<file path="config.mk">
export PLATFORM = sky130hd
export DESIGN_NAME = rob_completion_tracker
export DESIGN_NICKNAME = d
export VERILOG_FILES = /design/src/rtl/rob_completion_tracker_pkg.sv /design/src/rtl/rob_completion_tracker_retire_select.sv /design/src/rtl/rob_completion_tracker.sv
export SDC_FILE = /design/constraint.sdc
export NUM_CORES = 2
export LEC_CHECK = 0
export ABC_AREA = 0
export BUFFER_PORTS_ARGS = -buffer_cell sky130_fd_sc_hd__clkbuf_2
export CAP_MARGIN = 20
export CORE_ASPECT_RATIO = 1.1
export CORE_UTILIZATION = 45
export CTS_CLUSTER_DIAMETER = 50
export DETAILED_ROUTE_END_ITERATION = 16
export PLACE_DENSITY = 0.59
export SLEW_MARGIN = 20
export SYNTH_ARGS = -nofsm -noshare
export SYNTH_HDL_FRONTEND = slang
export SYNTH_SLANG_ARGS = --single-unit
</file>
<file path="constraint.sdc">
create_clock -name clock -period 6.94 [get_ports clock]
set_clock_uncertainty 0.15 [all_clocks]
set_input_delay 0.347 -clock clock [delete_from_list [all_inputs] [get_ports clock]]
set_output_delay 0.347 -clock clock [all_outputs]
set_load 0.005 [all_outputs]
</file>
<file path="src/rtl/rob_completion_tracker_pkg.sv">
// Shared types for the reorder-buffer completion tracker: dispatch, CDB
// writeback and retire packets, plus the per-entry view used by retire select.
package rob_completion_tracker_pkg;

    localparam int ROB_SZ  = 8;
    localparam int N_LANES = 2;
    localparam int ROBN_W  = $clog2(ROB_SZ);

    typedef logic [31:0]       ADDR;
    typedef logic [5:0]        PRN;
    typedef logic [ROBN_W-1:0] ROBN;

    typedef struct packed {
        PRN   dest_prn;
        ADDR  pc;
        logic is_branch;
        logic pred_taken;
        ADDR  pred_target;
    } ROB_DISPATCH_PACKET;

    typedef struct packed {
        ROBN  robn;
        logic executed;
        logic branch_taken;
        ADDR  target_addr;
    } FU_ROB_PACKET;

    typedef struct packed {
        PRN  dest_prn;
        ADDR pc;
    } ROB_RETIRE_PACKET;

    // Snapshot of one ROB entry as seen by the retire scan.
    typedef struct packed {
        logic valid;
        logic executed;
        logic is_branch;
        logic pred_taken;
        logic taken;
        PRN   dest_prn;
        ADDR  pc;
        ADDR  pred_target;
        ADDR  target;
    } ROB_HEAD_ENTRY;

    // A branch is mispredicted when direction differs, or when it was taken
    // to a different target than predicted.
    function automatic logic is_mispredict(input ROB_HEAD_ENTRY e);
        return e.is_branch &&
               ((e.taken != e.pred_taken) || (e.taken && (e.target != e.pred_target)));
    endfunction

    // Correct fetch address after a mispredicted branch.
    function automatic ADDR redirect_pc(input ROB_HEAD_ENTRY e);
        return e.taken ? e.target : (e.pc + 32'd4);
    endfunction

endpackage

</file>
<file path="src/rtl/rob_completion_tracker_retire_select.sv">
// Combinational in-order retire scan over the N entries starting at head.
// A lane retires only if it and every lower lane are valid and executed and
// no lower lane is a mispredicted branch; the mispredicted branch itself retires.
module rob_retire_select
    import rob_completion_tracker_pkg::*;
#(
    parameter int N = N_LANES
) (
    input  ROB_HEAD_ENTRY [N-1:0]         head_entry,
    output logic [N-1:0]                  retire_valid,
    output logic [$clog2(N+1)-1:0]        retire_cnt,
    output logic                          squash,
    output ADDR                           squash_target
);

    localparam int RC_W = $clog2(N + 1);

    logic chain;

    // Prefix scan: stop at the first not-ready entry or right after a mispredict.
    always_comb begin
        retire_valid  = '0;
        retire_cnt    = '0;
        squash        = 1'b0;
        squash_target = '0;
        chain         = 1'b1;
        for (int i = 0; i < N; i++) begin
            if (chain && head_entry[i].valid && head_entry[i].executed) begin
                retire_valid[i] = 1'b1;
                retire_cnt      = retire_cnt + RC_W'(1);
                if (is_mispredict(head_entry[i])) begin
                    squash        = 1'b1;
                    squash_target = redirect_pc(head_entry[i]);
                    chain         = 1'b0;
                end
            end else begin
                chain = 1'b0;
            end
        end
    end

endmodule

</file>
<file path="src/rtl/rob_completion_tracker.sv">
// Reorder-buffer completion tracker: allocates entries in program order,
// marks them executed from the CDB, and retires executed head entries in order,
// flushing everything when a mispredicted branch retires.
module rob_completion_tracker
    import rob_completion_tracker_pkg::*;
#(
    parameter int SIZE = ROB_SZ,
    parameter int N    = N_LANES
) (
    input  logic                          clock,
    input  logic                          reset_n,
    input  logic [N-1:0]                  dispatch_valid,
    input  ROB_DISPATCH_PACKET [N-1:0]    dispatch_packet,
    output ROBN [N-1:0]                   dispatch_robn,
    output logic [$clog2(SIZE+1)-1:0]     free_cnt,
    input  FU_ROB_PACKET [N-1:0]          fu_rob_packet,
    output logic [N-1:0]                  retire_valid,
    output ROB_RETIRE_PACKET [N-1:0]      retire_packet,
    output logic                          squash,
    output ADDR                           squash_target
);

    localparam int PTR_W = $clog2(SIZE);
    localparam int CNT_W = $clog2(SIZE + 1);
    localparam int RC_W  = $clog2(N + 1);

    // Control state
    logic [PTR_W-1:0] head_q;
    logic [PTR_W-1:0] tail_q;
    logic [CNT_W-1:0] count_q;
    logic [SIZE-1:0]  valid_q;
    logic [SIZE-1:0]  executed_q;

    // Entry payload
    ROB_DISPATCH_PACKET payload_q [SIZE];
    logic               taken_q   [SIZE];
    ADDR                target_q  [SIZE];

    logic [N-1:0]        dispatch_accept;
    logic [CNT_W-1:0]    accept_cnt;
    logic [SIZE-1:0]     wb_hit;
    logic [SIZE-1:0]     wb_taken;
    ADDR                 wb_target [SIZE];
    ROB_HEAD_ENTRY [N-1:0] head_entry;
    logic [RC_W-1:0]     retire_cnt;

    // Free space and per-lane allocation slots come straight from registers.
    always_comb begin
        free_cnt        = CNT_W'(SIZE) - count_q;
        dispatch_accept = '0;
        accept_cnt      = '0;
        for (int i = 0; i < N; i++) begin
            dispatch_robn[i] = ROBN'(tail_q + PTR_W'(i));
            if (dispatch_valid[i] && (CNT_W'(i) < free_cnt)) begin
                dispatch_accept[i] = 1'b1;
                accept_cnt         = accept_cnt + CNT_W'(1);
            end
        end
    end

    // CDB match; lanes scanned high to low so the lowest matching lane wins.
    always_comb begin
        wb_hit   = '0;
        wb_taken = '0;
        for (int e = 0; e < SIZE; e++) begin
            wb_target[e] = '0;
        end
        for (int l = N - 1; l >= 0; l--) begin
            if (fu_rob_packet[l].executed &&
                valid_q[fu_rob_packet[l].robn] &&
                !executed_q[fu_rob_packet[l].robn]) begin
                wb_hit[fu_rob_packet[l].robn]    = 1'b1;
                wb_taken[fu_rob_packet[l].robn]  = fu_rob_packet[l].branch_taken;
                wb_target[fu_rob_packet[l].robn] = fu_rob_packet[l].target_addr;
            end
        end
    end

    // Gather the N entries starting at head for the retire scan.
    always_comb begin
        for (int i = 0; i < N; i++) begin
            head_entry[i].valid       = valid_q[head_q + PTR_W'(i)];
            head_entry[i].executed    = executed_q[head_q + PTR_W'(i)];
            head_entry[i].is_branch   = payload_q[head_q + PTR_W'(i)].is_branch;
            head_entry[i].pred_taken  = payload_q[head_q + PTR_W'(i)].pred_taken;
            head_entry[i].taken       = taken_q[head_q + PTR_W'(i)];
            head_entry[i].dest_prn    = payload_q[head_q + PTR_W'(i)].dest_prn;
            head_entry[i].pc          = payload_q[head_q + PTR_W'(i)].pc;
            head_entry[i].pred_target = payload_q[head_q + PTR_W'(i)].pred_target;
            head_entry[i].target      = target_q[head_q + PTR_W'(i)];
            retire_packet[i].dest_prn = head_entry[i].dest_prn;
            retire_packet[i].pc       = head_entry[i].pc;
        end
    end

    rob_retire_select #(
        .N (N)
    ) u_retire_select (
        .head_entry    (head_entry),
        .retire_valid  (retire_valid),
        .retire_cnt    (retire_cnt),
        .squash        (squash),
        .squash_target (squash_target)
    );

    // Pointer, occupancy and valid/executed update; squash flushes the whole buffer.
    always_ff @(posedge clock or negedge reset_n) begin
        if (!reset_n) begin
            head_q     <= '0;
            tail_q     <= '0;
            count_q    <= '0;
            valid_q    <= '0;
            executed_q <= '0;
        end else if (squash) begin
            head_q     <= '0;
            tail_q     <= '0;
            count_q    <= '0;
            valid_q    <= '0;
            executed_q <= '0;
        end else begin
            for (int i = 0; i < N; i++) begin
                if (retire_valid[i]) begin
                    valid_q[head_q + PTR_W'(i)] <= 1'b0;
                end
            end
            for (int i = 0; i < N; i++) begin
                if (dispatch_accept[i]) begin
                    valid_q[tail_q + PTR_W'(i)]    <= 1'b1;
                    executed_q[tail_q + PTR_W'(i)] <= 1'b0;
                end
            end
            for (int e = 0; e < SIZE; e++) begin
                if (wb_hit[e]) begin
                    executed_q[e] <= 1'b1;
                end
            end
            head_q  <= head_q + PTR_W'(retire_cnt);
            tail_q  <= tail_q + PTR_W'(accept_cnt);
            count_q <= count_q + accept_cnt - CNT_W'(retire_cnt);
        end
    end

    // Payload capture; entries written here are only observed once marked valid/executed.
    always_ff @(posedge clock) begin
        for (int i = 0; i < N; i++) begin
            if (dispatch_accept[i]) begin
                payload_q[tail_q + PTR_W'(i)] <= dispatch_packet[i];
            end
        end
        for (int e = 0; e < SIZE; e++) begin
            if (wb_hit[e]) begin
                taken_q[e]  <= wb_taken[e];
                target_q[e] <= wb_target[e];
            end
        end
    end

endmodule
</file>
== After elaboration in Yosys (flattened, before gate mapping) ==
Memory sizes are Yosys's and may differ from the RTL's.
Cells that the tools add are included.
Word-level totals
  register bits after elaboration: 26
  memory bits (writable): 840
  bits of input ports: 222
  output and inout port bits: 121
  logic and storage cells: 184
  memories: 3
Memories
  payload_q: depth 8, width 72, rd ports 2, clocked after Yosys merged registers in 0, write ports 2, RTL line rob_completion_tracker.sv:35  | ROB_DISPATCH_PACKET payload_q [SIZE];
  target_q: depth 8, width 32, rd ports 2, clocked after Yosys merged registers in 0, write ports 8, RTL line rob_completion_tracker.sv:37  | ADDR target_q [SIZE];
  taken_q: depth 8, width 1, rd ports 2, clocked after Yosys merged registers in 0, write ports 8, RTL line rob_completion_tracker.sv:36  | logic taken_q [SIZE];
Cells by class
  add/sub/neg operators: 11
  $lt $le $gt $ge: 18
  eq/ne operators: 4
  multiplexer cells: 103
  bitwise gates (word level): 15
  reductions and logical operators: 25
Operators by type and width (count)
  $mux 256: 2
  $and 256x256->256: 1
  $bwmux 256: 1
  $mux 32: 8
  $demux 32 s3: 2
  $mux 8: 16
  $add 32x3->32 const B: 2
  $ne 32x32->1: 2
  $mux 1: 54
  $and 8x8->8: 5
  $not 8->8: 4
  $bmux 1 s3: 8
  $lt 3x4->1 const B: 6
  $or 8x8->8: 3
  $logic_and 1x1->1: 21
  $demux 1 s3: 6
  $ge 3x1->1 const B: 6
  $bwmux 8: 1
  $ge 4x4->1 const B: 2
  $lt 1x4->1 const A: 2
  $lt 4x1->1 const B: 2
  $mux 4: 2
  $not 3->4: 2
  $add 3x1->3 const B: 2
  other kinds (12): 16

== Depth between registers and ports, before layout ==
An unclocked memory read counts as a cell.
  depth after elaboration: 20
  mapped depth: 22
  mapped depth without buffers: 16

== Cells and area by module ==
A second synthesis with hierarchy kept.
Second synthesis, totals
  cells, all modules: 4157
  area total of the unflattened synthesis: 54539.8 µm²
By module, submodules not included
  rob_completion_tracker: times used 1, cells an instance 3751, area an instance 51633.3 µm², seq. area each 25874.8 µm²
  rob_retire_select: times used 1, cells an instance 406, area an instance 2906.5 µm², seq. area each 0.0 µm²

== Worst setup path after synthesis ==
Ideal clock, no wire load.
  kind: flip-flop to flip-flop
  start: register head_q[1]
  end: register count_q[2]
  library setup time: 0.122 ns
  arrival: 4.127 ns
  data required time: 6.668 ns
  path slack: 2.541 ns
  stages on the path, launching flop included: 19
  buffers on the path: 3
  clock period less this slack: 4.399 ns
  cell sequence: dfrtp_1 -> buf_6 -> buf_6 -> mux2_4 -> a221o_1 -> a222oi_1 -> xnor2_1 -> a2111oi_2 -> o2111ai_1 -> o41ai_2 -> and2_1 -> buf_6 -> ha_1 -> ha_1 -> inv_1 -> ha_1 -> fa_1 -> xnor2_1 -> nor2_1
Between the ends
  word-level cells in the longest chain between the ends: 12
  elaborated cells on any way between the ends: 36
  those cells by class: add/sub: 3; eq/ne: 4; mux: 17; reduce/logical: 9; memory: 3
Ends and longest elaborated chain
  from (decl): RTL line rob_completion_tracker.sv:28  | logic [PTR_W-1:0] head_q;
  from (signal assigned): RTL line rob_completion_tracker.sv:137  | head_q <= head_q + PTR_W'(retire_cnt);
  $mem_v2 8x32 or $mem_v2 8x72 (tied branches)
  $ne 32x32->1: RTL line rob_completion_tracker_pkg.sv:50  | ((e.taken != e.pred_taken) || (e.taken && (e.target != e.pred_target)));
  $logic_and 1x1->1: RTL line rob_completion_tracker_pkg.sv:50
  $logic_or 1x1->1: RTL line rob_completion_tracker_pkg.sv:50
  $logic_and 1x1->1: RTL line rob_completion_tracker_pkg.sv:49  | return e.is_branch &&
  $mux 1: RTL line rob_completion_tracker_retire_select.sv:31  | if (is_mispredict(head_entry[i])) begin
  $mux 1: RTL line rob_completion_tracker_retire_select.sv:28  | if (chain && head_entry[i].valid && head_entry[i].executed) begin
  $logic_and 1x1->1 (2 in series): RTL line rob_completion_tracker_retire_select.sv:28
  $mux 2: RTL line rob_completion_tracker_retire_select.sv:28
  $sub 4x2->4: RTL line rob_completion_tracker.sv:139  | count_q <= count_q + accept_cnt - CNT_W'(retire_cnt);
  $mux 4 *: RTL line rob_completion_tracker.sv:114  | end else if (squash) begin
  to (signal assigned): RTL line rob_completion_tracker.sv:139
  to (decl): RTL line rob_completion_tracker.sv:30  | logic [CNT_W-1:0] count_q;
Mark *: on every way between the ends. The rest lies on a longest branch, timed or not. The select of a mux whose other input is x is not followed.

== Worst setup path in the final report ==
  start: register head_q[0]
  end: output squash_target[28]
Between the ends
  word-level cells in the longest chain between the ends: 10
  elaborated cells on any way between the ends: 35
  those cells by class: add/sub: 3; eq/ne: 4; mux: 16; reduce/logical: 9; memory: 3
Ends and longest elaborated chain
  parallel branches: the longest is 9 deep, another holds $mem_v2 8x72
  $mux 32 *: RTL line rob_completion_tracker_retire_select.sv:28
  to (decl): RTL line rob_completion_tracker.sv:20  | output ADDR squash_target
Mark *: on every way between the ends. The select of a mux whose other input is x is not followed.

==> summary.md <==
| Metric | Value |
|---|---|
| Outcome | `complete, but fails checks` |
| Violated checks | `negative setup slack` |
| Startpoint type of the worst setup path | `flip-flop` |
| Synth cell types | `84` |
| Hold WS | `0.0971 ns` |
| Dpl hpwl | `154000 microns` |
| Crit path time final | `7.14 ns` |
| Final Hold Fails | `0` |
| Longest Clk Path Bufs | `3` |
| Pin count of the biggest net entering global routing | `99` |
| Type of the tightest min-delay check | `in2async` |
| Post-Place Worst Slack | `0.643 ns` |
| Final net count | `5546` |
| Worst reg-to-reg path cell count | `16` |
| FF+latch count, synth | `866` |
| First-pass GRT wire length | `335000 microns` |
| CTS tree | `yes` |
| CP Max Fanout | `46` |
| WP data arrival | `6.64 ns` |
| Initial antenna violation count | `20` |
| Worst path slowest cell | `nand2b_1` |
| Post-Syn Area | `54700 sq um` |
| Vias | `46700` |
| Share of cells above drive strength 1 | `30.0%` |
| CTS H-tree depth | `3` |
| Root Driver | `clkbuf_16` |
| Max Slew Vio Count | `0` |
| # IOs | `343` |
| Critical R2R Launch | `head_q[0]` |
| MaxCap Viol Count | `0` |
| Non-filler cells, final | `7051` |
| Initial core utilization | `45.6%` |
| Req. time, crit path | `6.44 ns` |
| CP Launch Point | `head_q[0]` |
| Area growth from synthesis to layout | `19.1%` |
| Vias in the first global route | `44600` |
| Storage cell area | `25900 sq um` |
| Worst skew pair latency | `0.75 ns` |
| Cells after Synth | `4804` |
| Die Wd | `335 microns` |
| Total Power | `35.1 mW` |
| Synth area leader | `edfxtp_1` |
| DR WL/cell | `33.9 microns` |
| EDFF count, synth | `840` |
| Multi-input gate area | `26500 sq um` |
| Slew @ Worst Pin | `1.19 ns` |
| DIE AREA | `123000 sq um` |
| Die height | `368 microns` |
| R2r setup slk | `0.55 ns` |
| Cell Rows | `133` |
| PwrDens | `538 nW/um^2` |
| DR vias/cell | `6.63` |
| ANT nets after route | `0` |
| Setup WS post-layout | `-0.199 ns` |
| 1st-iter DRT viols | `7027` |
| Lkg Pwr | `22.7 nW` |
| Initial DRT Pass Iterations | `8` |
| Ys flop type | `edfxtp_1` |
| Sink Count | `866` |
| DRC | `0` |
| Fin crit share | `103%` |
| Rel. slew slack | `20.4%` |
| I/O Buffers | `342` |
| Post-Place Cells | `6487` |
| Max incr delay on CP | `0.95 ns` |
| Critical path capture point | `squash_target[28]` |
| CTS Buf Count | `120` |
| Syn nets | `5043` |
| Synthesized area per cell | `11.4 sq um` |
| Max IR drop VDD | `0.000448 V` |
| Setup TNS | `-0.756 ns` |
| Sequential area share after synthesis | `47.3%` |
| GRT Total Usage | `38.0%` |
| # fillers | `10400` |
| Routed WL | `239000 microns` |
| Count of warnings emitted by yosys | `0` |
| Async S/R FF share, synth | `3.00%` |
| Synth area leaders | `edfxtp_1, mux2_2, mux4_2` |
| Crit. End Element | `output pin` |
| Final GP Congestion | `1.01` |
| CTS clk-pin slew, worst paths | `0.06 ns` |
| Setup violators final | `10` |
| Critical path class | `reg2out` |
| Reg-to-reg endpoint | `count_q[3]` |
| Synth top area share | `46.1%` |
| CP Cell Sequence | `nand2b_1, o22ai_1, a211oi_1, xor2_1, nor2_1, nand4_1, o41ai_2, and2_1, buf_4, o211ai_4, buf_12, o221ai_1, clkbuf_2` |
| Fmax | `140 MHz` |
| Total grt overflow | `0` |
| Core footprint | `120000 sq um` |
[power breakdown]
group          leakage, nW  switching (mW)  internal [mW]  total (mW)
registers             8.06           0.970           7.52        8.49
clock network         1.97            2.67           3.69        6.35
logic                 12.6            13.3           6.91        20.2
total                 22.7            17.0           18.1        35.1
[repair_timing]
action / CTS / global route
setup buffers: 0 / 1
hold buffers: 316 / 0
setup endpoints to repair: 3 / 3
resized for setup: 1 / 0
endpoints found under the hold margin: 866 / 0
[worst max-delay path: cells and delay by family (launching register included)]
family	cells	cell delay, ns
buf+inv	3	0.65
simple gates	4	1.78
flops	1	0.93
xor+xnor	1	0.43
compound gates	5	2.02
[routing by layer]
metal / vias up / part of all wire, % / track usage [%]
met1: 23100 / 37 / 48.9
met5: - / 0.097 / 0.670
met3: 735 / 13 / 11.4
met2: 3695 / 44 / 56.9
li1: 19200 / - / -
met4: 16 / 6.2 / 21.2
[cells in the final DEF, fill, tap and decap left out, types with 15 or more instances in the layout]
cell type and count:
a31oi_1 26, nand3_1 135, nand4_1 34, and3_1 33
dlygate4sd3_1 316, or2_2 15, xnor2_1 100, nor2_1 111
a221o_1 23, dfrtp_1 23, inv_6 20, mux2_2 629
o221ai_1 18, nor3_1 38, a22oi_1 40, nand2b_1 23
clkbuf_16 120, mux2i_1 191, a221oi_1 86, o21ai_0 331
nor3b_1 15, o22ai_2 20, xor2_1 52, o22ai_1 54
clkinv_1 20, buf_4 167, edfxtp_1 840, inv_1 49
nand2_1 877, a21oi_1 139, mux4_2 173, diode_2 17
o211ai_1 19, a22o_1 15, and2_1 16, clkbuf_2 342
[cells by family (layout without fill, tap and decap cells)]
logic type / after synthesis / after routing / share of synthesized area [%]
fa+ha+maj: 17 / 17 / 0.444
compound gates: 866 / 866 / 10.4
xor+xnor: 154 / 154 / 2.48
other cells: 0 / 17 / 0
buf+inv: 520 / 1130 / 4.70
mux: 999 / 999 / 23.7
simple gates: 1382 / 1382 / 11.0
flops: 866 / 866 / 47.3
[synthesized netlist by cell type, types with 59 or more instances]
cell,count
nand2_1,879
buf_2,87
inv_1,59
a21oi_1,139
mux4_2,173
a221oi_1,86
nor2_1,117
xnor2_1,101
mux2_2,629
edfxtp_1,840
clkbuf_1,229
nand3_1,135
mux2i_1,193
o21ai_0,331
buf_4,76
[cell type report]
class | count | area share, %
clock buffer | 134 | 4.69
sequential | 866 | 39.7
antenna | 17 | 0.0653
timing repair buffer | 840 | 9.83
tap | 1620 | 3.11
multi-input combinational | 3418 | 40.7
clock inverter | 95 | 1.54
inverter | 61 | 0.390
[worst min path at each step]
| stage | slack (ns) | end | cells after the start | start |
|---|---|---|---|---|
| 2_1_floorplan | -0.1 | count_q[0] | 0 | reset_n |
| 3_3_place_gp | 0.32 | count_q[1] | 1 | reset_n |
| 3_5_place_dp | 0.31 | count_q[1] | 1 | reset_n |
| 4_1_cts | 0.07 | count_q[1] | 2 | reset_n |
| 5_1_grt | 0.15 | count_q[1] | 2 | reset_n |
| 6_report | 0.1 | count_q[0] | 2 | reset_n |
[registers in the layout, summed over array words and instances (netlist names)]
signal / cells
valid_q: 8
payload_q: 576
taken_q: 8
executed_q: 8
head_q: 3
count_q: 4
target_q: 256
tail_q: 3
[through the flow]
step	util (%)	area, sq um
after global routing	54.2	65200
after floorplan	-	54700
after CTS	54.2	65100
final	54.2	65200
after detailed placement	48.2	57900
after global placement	48.2	57900
(Power assumes the default switching activity.)
